===== src/rtl/plab4_net_router_credit_out_arb.sv =====
// rtl/plab4_net_router_credit_out_arb.sv - credit-based round-robin output-port controller
//
// Purpose: arbitrates among the three router input controls for one output,
// drives the crossbar select, and tracks downstream queue space with a credit
// counter in place of an out_rdy handshake.
//
// Ports:
//   clk          clock, all state updates on posedge
//   reset        asynchronous active-low reset (0 = in reset)
//   reqs         requests from input controls, bit i = input i
//   grants       one-hot (or zero) grant back to input controls
//   out_val      crossbar output carries a valid message
//   xbar_sel     index of the granted input, 0 when no grant
//   credit_ret   downstream dequeued one entry, returns one credit
//   num_credits  current credit count (registered)
//   credit_err   sticky: credit returned while the counter was already full

module plab4_net_router_credit_out_arb #(
  parameter int p_num_credits  = 4,
  parameter int p_credit_nbits = 3
) (
  input  logic                      clk,
  input  logic                      reset,
  input  logic [2:0]                reqs,
  output logic [2:0]                grants,
  output logic                      out_val,
  output logic [1:0]                xbar_sel,
  input  logic                      credit_ret,
  output logic [p_credit_nbits-1:0] num_credits,
  output logic                      credit_err
);

  localparam logic [p_credit_nbits-1:0] max_credits = p_credit_nbits'(p_num_credits);

  logic [p_credit_nbits-1:0] credits;
  logic [2:0]                prio;
  logic                      err;

  // Priority scan starts at the one-hot prio position and wraps 2->0.
  // Gating on reset keeps outputs quiet while the async clear is held, and
  // gating on credits keeps any message from being sent without space.
  always_comb begin
    grants = 3'b000;
    if (reset && (credits != '0)) begin
      unique case (prio)
        3'b010: begin
          if      (reqs[1]) grants = 3'b010;
          else if (reqs[2]) grants = 3'b100;
          else if (reqs[0]) grants = 3'b001;
        end
        3'b100: begin
          if      (reqs[2]) grants = 3'b100;
          else if (reqs[0]) grants = 3'b001;
          else if (reqs[1]) grants = 3'b010;
        end
        default: begin
          if      (reqs[0]) grants = 3'b001;
          else if (reqs[1]) grants = 3'b010;
          else if (reqs[2]) grants = 3'b100;
        end
      endcase
    end
  end

  always_comb begin
    out_val = |grants;
    if (grants[1])      xbar_sel = 2'd1;
    else if (grants[2]) xbar_sel = 2'd2;
    else                xbar_sel = 2'd0;
  end

  assign num_credits = credits;
  assign credit_err  = err;

  always_ff @(posedge clk or negedge reset) begin
    if (!reset) begin
      credits <= max_credits;
      prio    <= 3'b001;
      err     <= 1'b0;
    end else begin
      // Rotate only on an actual grant: the winner drops to lowest priority.
      if (grants[0])      prio <= 3'b010;
      else if (grants[1]) prio <= 3'b100;
      else if (grants[2]) prio <= 3'b001;

      // A send consumes a credit; a return restores one; both together cancel.
      if (out_val && !credit_ret) begin
        credits <= credits - 1'b1;
      end else if (credit_ret && !out_val) begin
        if (credits == max_credits) err <= 1'b1;
        else                        credits <= credits + 1'b1;
      end
    end
  end

endmodule

===== config.mk =====
export PLATFORM = sky130hd
export DESIGN_NAME = plab4_net_router_credit_out_arb
export DESIGN_NICKNAME = d
export VERILOG_FILES = /design/src/rtl/plab4_net_router_credit_out_arb.sv
export SDC_FILE = /design/constraint.sdc
export NUM_CORES = 1
export LEC_CHECK = 0
export BUFFER_PORTS_ARGS = -buffer_cell sky130_fd_sc_hd__buf_2
export CAP_MARGIN = 40
export CORE_MARGIN = 2
export CORE_UTILIZATION = 25
export CTS_BUF_LIST = sky130_fd_sc_hd__clkbuf_8
export CTS_CLUSTER_DIAMETER = 50
export DETAILED_ROUTE_END_ITERATION = 16
export GPL_ROUTABILITY_DRIVEN = 0
export PLACE_DENSITY = 0.45
export SLEW_MARGIN = 40
export SYNTH_ARGS = -nofsm -noshare
export SYNTH_HDL_FRONTEND = slang
export SYNTH_SLANG_ARGS = --single-unit

===== constraint.sdc =====
create_clock -name clk -period 3.8 [get_ports clk]
set_input_delay 0.38 -clock clk [delete_from_list [all_inputs] [get_ports clk]]
set_output_delay 0.38 -clock clk [all_outputs]
set_load 0.02 [all_outputs]

==> impl_metrics.toml, run 1 <==
[timing]
finalMaxSlewViolations = 0
timing.final.crit_period_ns = 2.95
finalHoldViolations = 0
setup_repair_after_global_routing_missed_its_margin = "false"
max_clock_freq_mhz = 339
postLayoutSetupSlackWorst_ns = 0.850
final.setup_skew_ns = 0.000371
setup_total_negative_slack_ns = 0
period_share_pct = 77.6
timing_worst_slew_pin_value_ns = 0.258
holdWs_ns = 0.454
maxSlewHeadroom_pct = 82.6
final-setup-viol-count = 0

[pwr]
pwr_density_cell_nw_per_um2 = 850
p_int_w = 0.000314
power_switching_w = 0.000254
power.combinational.fraction_pct = 50.2
leakagePower_nw = 0.330
power.share.switching_pct = 44.7
clock_power_share_pct = 18.2
ir_worst_vdd_v = 0.000491
seq_power_share_pct = 31.6

[synthesis]
synthDistinctLibCells = 28
synthCells = 55
syn_nets = 64
avgSynthCellArea_um2 = 9.30
synth-seq-cells = 7
yosys_warnings = 0
proportion_of_synthesized_chip_area_in_sequential_cells_pct = 34.7
synth_cell_area_um2 = 512

[layout]
multiInputGateArea_um2 = 297
post_route_cells_drive_above_1_share_pct = 39.2
final.fill_count = 214
flip_flop_and_latch_area_um2 = 178
post_layout_nonfiller_instances = 101
final_design_area_no_fill_um2 = 668
final_net_count = 84
area_delta_synth_final_pct = 30.6
diodes = 0

[detailed_routing]
dr.pass1.iters = 4
wirelength_um = 1150
routedWlPerCell_um = 11.4
drtAntennaViolNets = 0
detailedRoute.firstIterationViolations = 16
drc_errors = 0
viasPerCell = 4.76
total_via_count_after_detailed_routing = 481

[cts]
tritoncts_buffers = 3
clock_tree.root_cell = "clkbuf_8"
cts.path.max_buffers = 2
clk_pin_slew_worst_paths_ns = 0.04
tritoncts_clock_tree = "built"
clkSinkCount = 7
cts_resized = 0
clkLatencyLatePin_ns = 0.23
h-tree-depth = 1

[placement]
dpl_worst_slack_ns = 1.12
place_inst = 96
port_buffers = 15
placement.cell_area_um2 = 613
place_hpwl_um = 914

[global_routing]
grt_pass1_wl_um = 1760
grt_start_max_net_pins = 10
grt_most_used_layer = "met2"
gr-usage-met1_pct = 12.8
grt_antenna_before_repair = 0
grt_use_met3_pct = 2.76
overflow = 0
number_of_global_route_vias_before_repair = 394
track_usage_pct = 10.1
grtUsageMet2_pct = 14.4

[hold_path]
min_to = "credit_err"
whs_path_depth = 1
hp-class = "reg -> reg"
worstHoldStart = "credit_err"

[setup_path]
worstPathRequired_ns = 3.95
regToRegStartpoint = "prio[1]"
cp_data_arrival_time_ns = 3.10
cp-end-kind = "flop"
cp_max_fo = 9
setup.reg_to_reg.worst_slack_ns = 1.10
kind_of_critical_path = "in -> reg"
worstRegToRegCells = 11
setup.worst_path.start_class = "input port"
crit-reg2reg-capture = "num_credits[2]"

[outcome]
status = "completed"

[floorplan]
floorplan.die.width_um = 49.2
initial_core_util_pct = 26.4
design.die.area_um2 = 2430
fp.coreArea_um2 = 1940
dieHeight_um = 49.2
top_level_port_count = 16
std_cell_rows = 16

[job]
maxCapViolCount = 0
[registers in the layout, indices dropped and copies added (netlist names)]
| register | cells |
|---|---|
| credit_err | 1 |
| num_credits | 3 |
| prio | 3 |
[cell usage in the layout, fill, tap and decap left out]
cell type	n
dlygate4sd3_1	1
fa_1	1
or3_1	2
buf_2	15
a211oi_1	1
and3_1	1
o211a_1	1
o21a_4	1
nor3b_1	1
nand2_1	4
nor3_1	1
a31o_2	1
clkbuf_8	3
a21oi_1	2
nor2_1	3
o31a_1	1
a311o_2	1
ha_1	2
nor4b_2	1
o21ai_0	5
or2_2	1
o311a_2	2
inv_1	8
o31ai_1	2
xor2_1	1
a31oi_1	3
dfstp_2	2
and3_4	1
inv_2	1
dfrtp_1	5
[how the worst max path moves through the flow]
stage	start	to	slack, ns	depth (start not counted)
final	reset	num_credits[2]	0.85	12
after global routing	reset	num_credits[2]	0.67	12
after CTS	reset	num_credits[2]	0.84	12
after detailed placement	prio[1]	num_credits[2]	1.12	11
after global placement	prio[1]	num_credits[2]	1.11	11
after floorplan	num_credits[2]	num_credits[2]	1.04	11
[per-stage QoR]
step | power (W) | utilization (%)
after floorplan | 0.000385 | -
after global placement | 0.000468 | 31.6
after detailed placement | 0.000466 | 31.6
after CTS | 0.000573 | 34.4
after global routing | 0.000617 | 34.4
final | 0.000568 | 34.4
[cells by family (layout without fill, tap and decap cells)]
family,Yosys count,after routing,synth area share (%)
AO/OA/AOI/OAI,20,20,29.8
AND/OR/NAND/NOR,15,15,17.6
buffers and inverters,9,28,7.34
flip-flops,7,7,34.7
adder cells (fa/ha/maj),3,3,8.80
XOR/XNOR,1,1,1.71
[worst max-delay path, cell delays in order]
cell,delay [ns]
dlygate4sd3_1,0.52
buf_2,0.22
o31ai_1,0.12
or3_1,0.44
inv_2,0.10
or3_1,0.12
ha_1,0.18
inv_1,0.08
fa_1,0.37
or2_2,0.29
o21ai_0,0.18
a31oi_1,0.10
[layer usage]
metal	wire (um)	part of all wire, %
met2	531	46
met1	548	48
met5	0	0
met4	25	2.2
met3	44	3.8
[Yosys cell counts]
master    n  share of area (%)
nor3b_1   1                1.5
nor3_1    1               0.98
inv_1     7                5.1
a211oi_1  1                1.5
o21a_4    1                2.9
a311o_2   1                2.2
o31ai_1   2                2.9
dfrtp_1   5                 24
inv_2     1               0.73
buf_4     1                1.5
nand2_1   4                2.9
o31a_1    1                1.7
xor2_1    1                1.7
ha_1      2                4.9
a31o_2    1                1.7
and3_4    1                2.2
dfstp_2   2                 10
and3_1    1                1.2
or3_1     2                2.4
o311a_2   2                4.4
nor4b_2   1                2.9
a21oi_1   2                2.0
o211a_1   1                2.0
or2_2     1                1.2
nor2_1    3                2.2
o21ai_0   5                4.9
a31oi_1   3                3.7
fa_1      1                3.9
[power groups by stage]
| stage | logic [W] | registers, W | clock network [W] |
|---|---|---|---|
| floorplan | 0.000190 | 0.000195 | 0 |
| global route | 0.000316 | 0.000190 | 0.000111 |
| finish | 0.000285 | 0.000180 | 0.000104 |
| CTS | 0.000287 | 0.000180 | 0.000106 |
| global placement | 0.000286 | 0.000182 | 0 |
| detailed placement | 0.000285 | 0.000182 | 0 |
[final cells by class]
| cell class | count | share of cell area [%] |
|---|---|---|
| clock inverters | 1 | 0.562 |
| repair buffers | 16 | 12.7 |
| multi-input cells | 39 | 44.4 |
| inverters | 8 | 4.49 |
| clock buffers | 3 | 6.18 |
| flip-flops and latches | 7 | 26.6 |
| well taps | 27 | 5.06 |
[timing repair]
item                       4_1_cts  5_1_grt
hold endpoints to repair         5        0
setup buffers                    0        0
setup endpoints to repair        0        0
hold buffers                     1        0
Power figures use the tool's default switching activity.
==> inputs of run 2 (changes only) <==
- clock period: 3.8 -> 3 ns (I/O delays scaled with it)
==> impl_metrics.toml, run 2 (synthesis gave the netlist of run 1 again) <==
[pwr]
leakagePower_nw = 0.332
ir_worst_vdd_v = 0.000489
pwr_density_cell_nw_per_um2 = 1070
power.total_w = 0.000722

[setup_path]
kind_of_critical_path = "in -> reg"
cp_max_fo = 9
cp_data_arrival_time_ns = 2.93
setup.worst_path.start_class = "input port"
worstPathRequired_ns = 3.15
setup.reg_to_reg.worst_slack_ns = 0.34
cp-end-kind = "flop"

[timing]
finalMaxSlewViolations = 0
final.setup_skew_ns = 0.00146
maxSlewHeadroom_pct = 81.5
timing_worst_slew_pin_value_ns = 0.276
timing.final.crit_period_ns = 2.78
final-setup-viol-count = 0
period_share_pct = 92.7
finalHoldViolations = 0
max_clock_freq_mhz = 360
setup_total_negative_slack_ns = 0
setup_repair_after_global_routing_missed_its_margin = "false"

[layout]
mostFrequentLayoutCells = "buf_2 (14), inv_1 (8), o21ai_0 (5), dfrtp_1 (5), nand2_1 (4)"
post_route_cells_drive_above_1_share_pct = 40.5
post_layout_nonfiller_instances = 101
final.fill_count = 223
area_delta_synth_final_pct = 32.0
final_common_cell = "buf_2"
diodes = 0
final_net_count = 84

[detailed_routing]
drtAntennaViolNets = 0
total_via_count_after_detailed_routing = 491
drc_errors = 0
dr.pass1.iters = 4
viasPerCell = 4.86
wirelength_um = 1120
detailedRoute.firstIterationViolations = 13
routedWlPerCell_um = 11.1

[global_routing]
grt_pass1_wl_um = 1780
gr-usage-met1_pct = 13.3
grt_start_max_net_pins = 10
grt_use_met3_pct = 0.920
grt_antenna_before_repair = 0
track_usage_pct = 9.87
overflow = 0
number_of_global_route_vias_before_repair = 398
grt_most_used_layer = "met2"
grtUsageMet2_pct = 13.3

[job]
maxCapViolCount = 0

[cts]
clkSinkCount = 7
clkLatencyLatePin_ns = 0.23
h-tree-depth = 1
clock_tree.root_cell = "clkbuf_8"
clk_pin_slew_worst_paths_ns = 0.04
tritoncts_buffers = 3
cts.path.max_buffers = 2
tritoncts_clock_tree = "built"

[floorplan]
dieHeight_um = 49.2
top_level_port_count = 16
fp.coreArea_um2 = 1940
design.die.area_um2 = 2430
initial_core_util_pct = 26.4
std_cell_rows = 16
floorplan.die.width_um = 49.2

[outcome]
status = "completed"

[placement]
place_inst = 96
port_buffers = 15
place_hpwl_um = 856

[hold_path]
hp-class = "in -> async"
-- run 2: cell types whose count changed in the layout (fill, tap and decap cells not counted) --
cell and delta:
clkbuf_4 +1, or3_4 +1, buf_2 -1, or3_1 -1
-- run 2: layout make-up --
cell class | instances | area [um^2] | area share (%)
multi-input cells | 39 | 302 | 44.6
flip-flops and latches | 7 | 178 | 26.3
repair buffers | 16 | 87.6 | 13.0
clock buffers | 3 | 41.3 | 6.11
well taps | 27 | 33.8 | 5.00
inverters | 8 | 30.0 | 4.44
clock inverters | 1 | 3.75 | 0.556
-- run 2: routing by layer --
layer  vias to the layer above  part of all wire (%)
li1                        238                     -
met1                       229                    49
met2                        20                    44
met3                         4                   4.3
met4                         0                   2.1
met5                         -                     0
-- run 2: path summary, 6_finish.rpt --
check,endpoint,depth (start not counted),start
worst min register to register,credit_err,1,credit_err
worst min-delay path,prio[1],2,reset
max in group asynchronous,num_credits[2],2,reset
worst max register to register,num_credits[2],12,prio[1]
worst max-delay path,num_credits[2],13,reset
min in group clk,credit_err,1,credit_err
-- run 2: metrics by stage --
stage               hold WS (ns)  utilization [%]  setup slack [ns]  area, um^2
floorplan                0.00441                -             0.240         512
global placement           0.154             31.6             0.323         613
detailed placement         0.153             31.6             0.324         613
CTS                        0.444             34.4             0.133         668
global route               0.470             34.8            0.0276         676
finish                     0.452             34.8             0.219         676
-- run 2: timing repair --
| item | 4_1_cts | 5_1_grt |
|---|---|---|
| endpoints found under the hold margin | 5 | 0 |
| setup endpoints to repair | 0 | 1 |
| resized for setup | 0 | 2 |
| setup buffers | 0 | 0 |
| hold buffers | 1 | 0 |
-- run 2: critical path: stages --
cell and delay (ns):
dlygate4sd3_1 0.52, clkbuf_4 0.20, o31ai_1 0.10, or3_4 0.42, inv_2 0.09, or3_1 0.12, ha_1 0.17, inv_1 0.08
fa_1 0.38, or2_2 0.29, nand2_1 0.07, a21oi_1 0.06, a31oi_1 0.14
-- run 2: power by group --
| part | switching [W] | internal [W] | total (W) |
|---|---|---|---|
| logic | 0.000208 | 0.000157 | 0.000365 |
| registers | 0.0000731 | 0.000155 | 0.000228 |
| clock network | 0.0000408 | 0.0000884 | 0.000129 |
| total | 0.000322 | 0.000400 | 0.000722 |
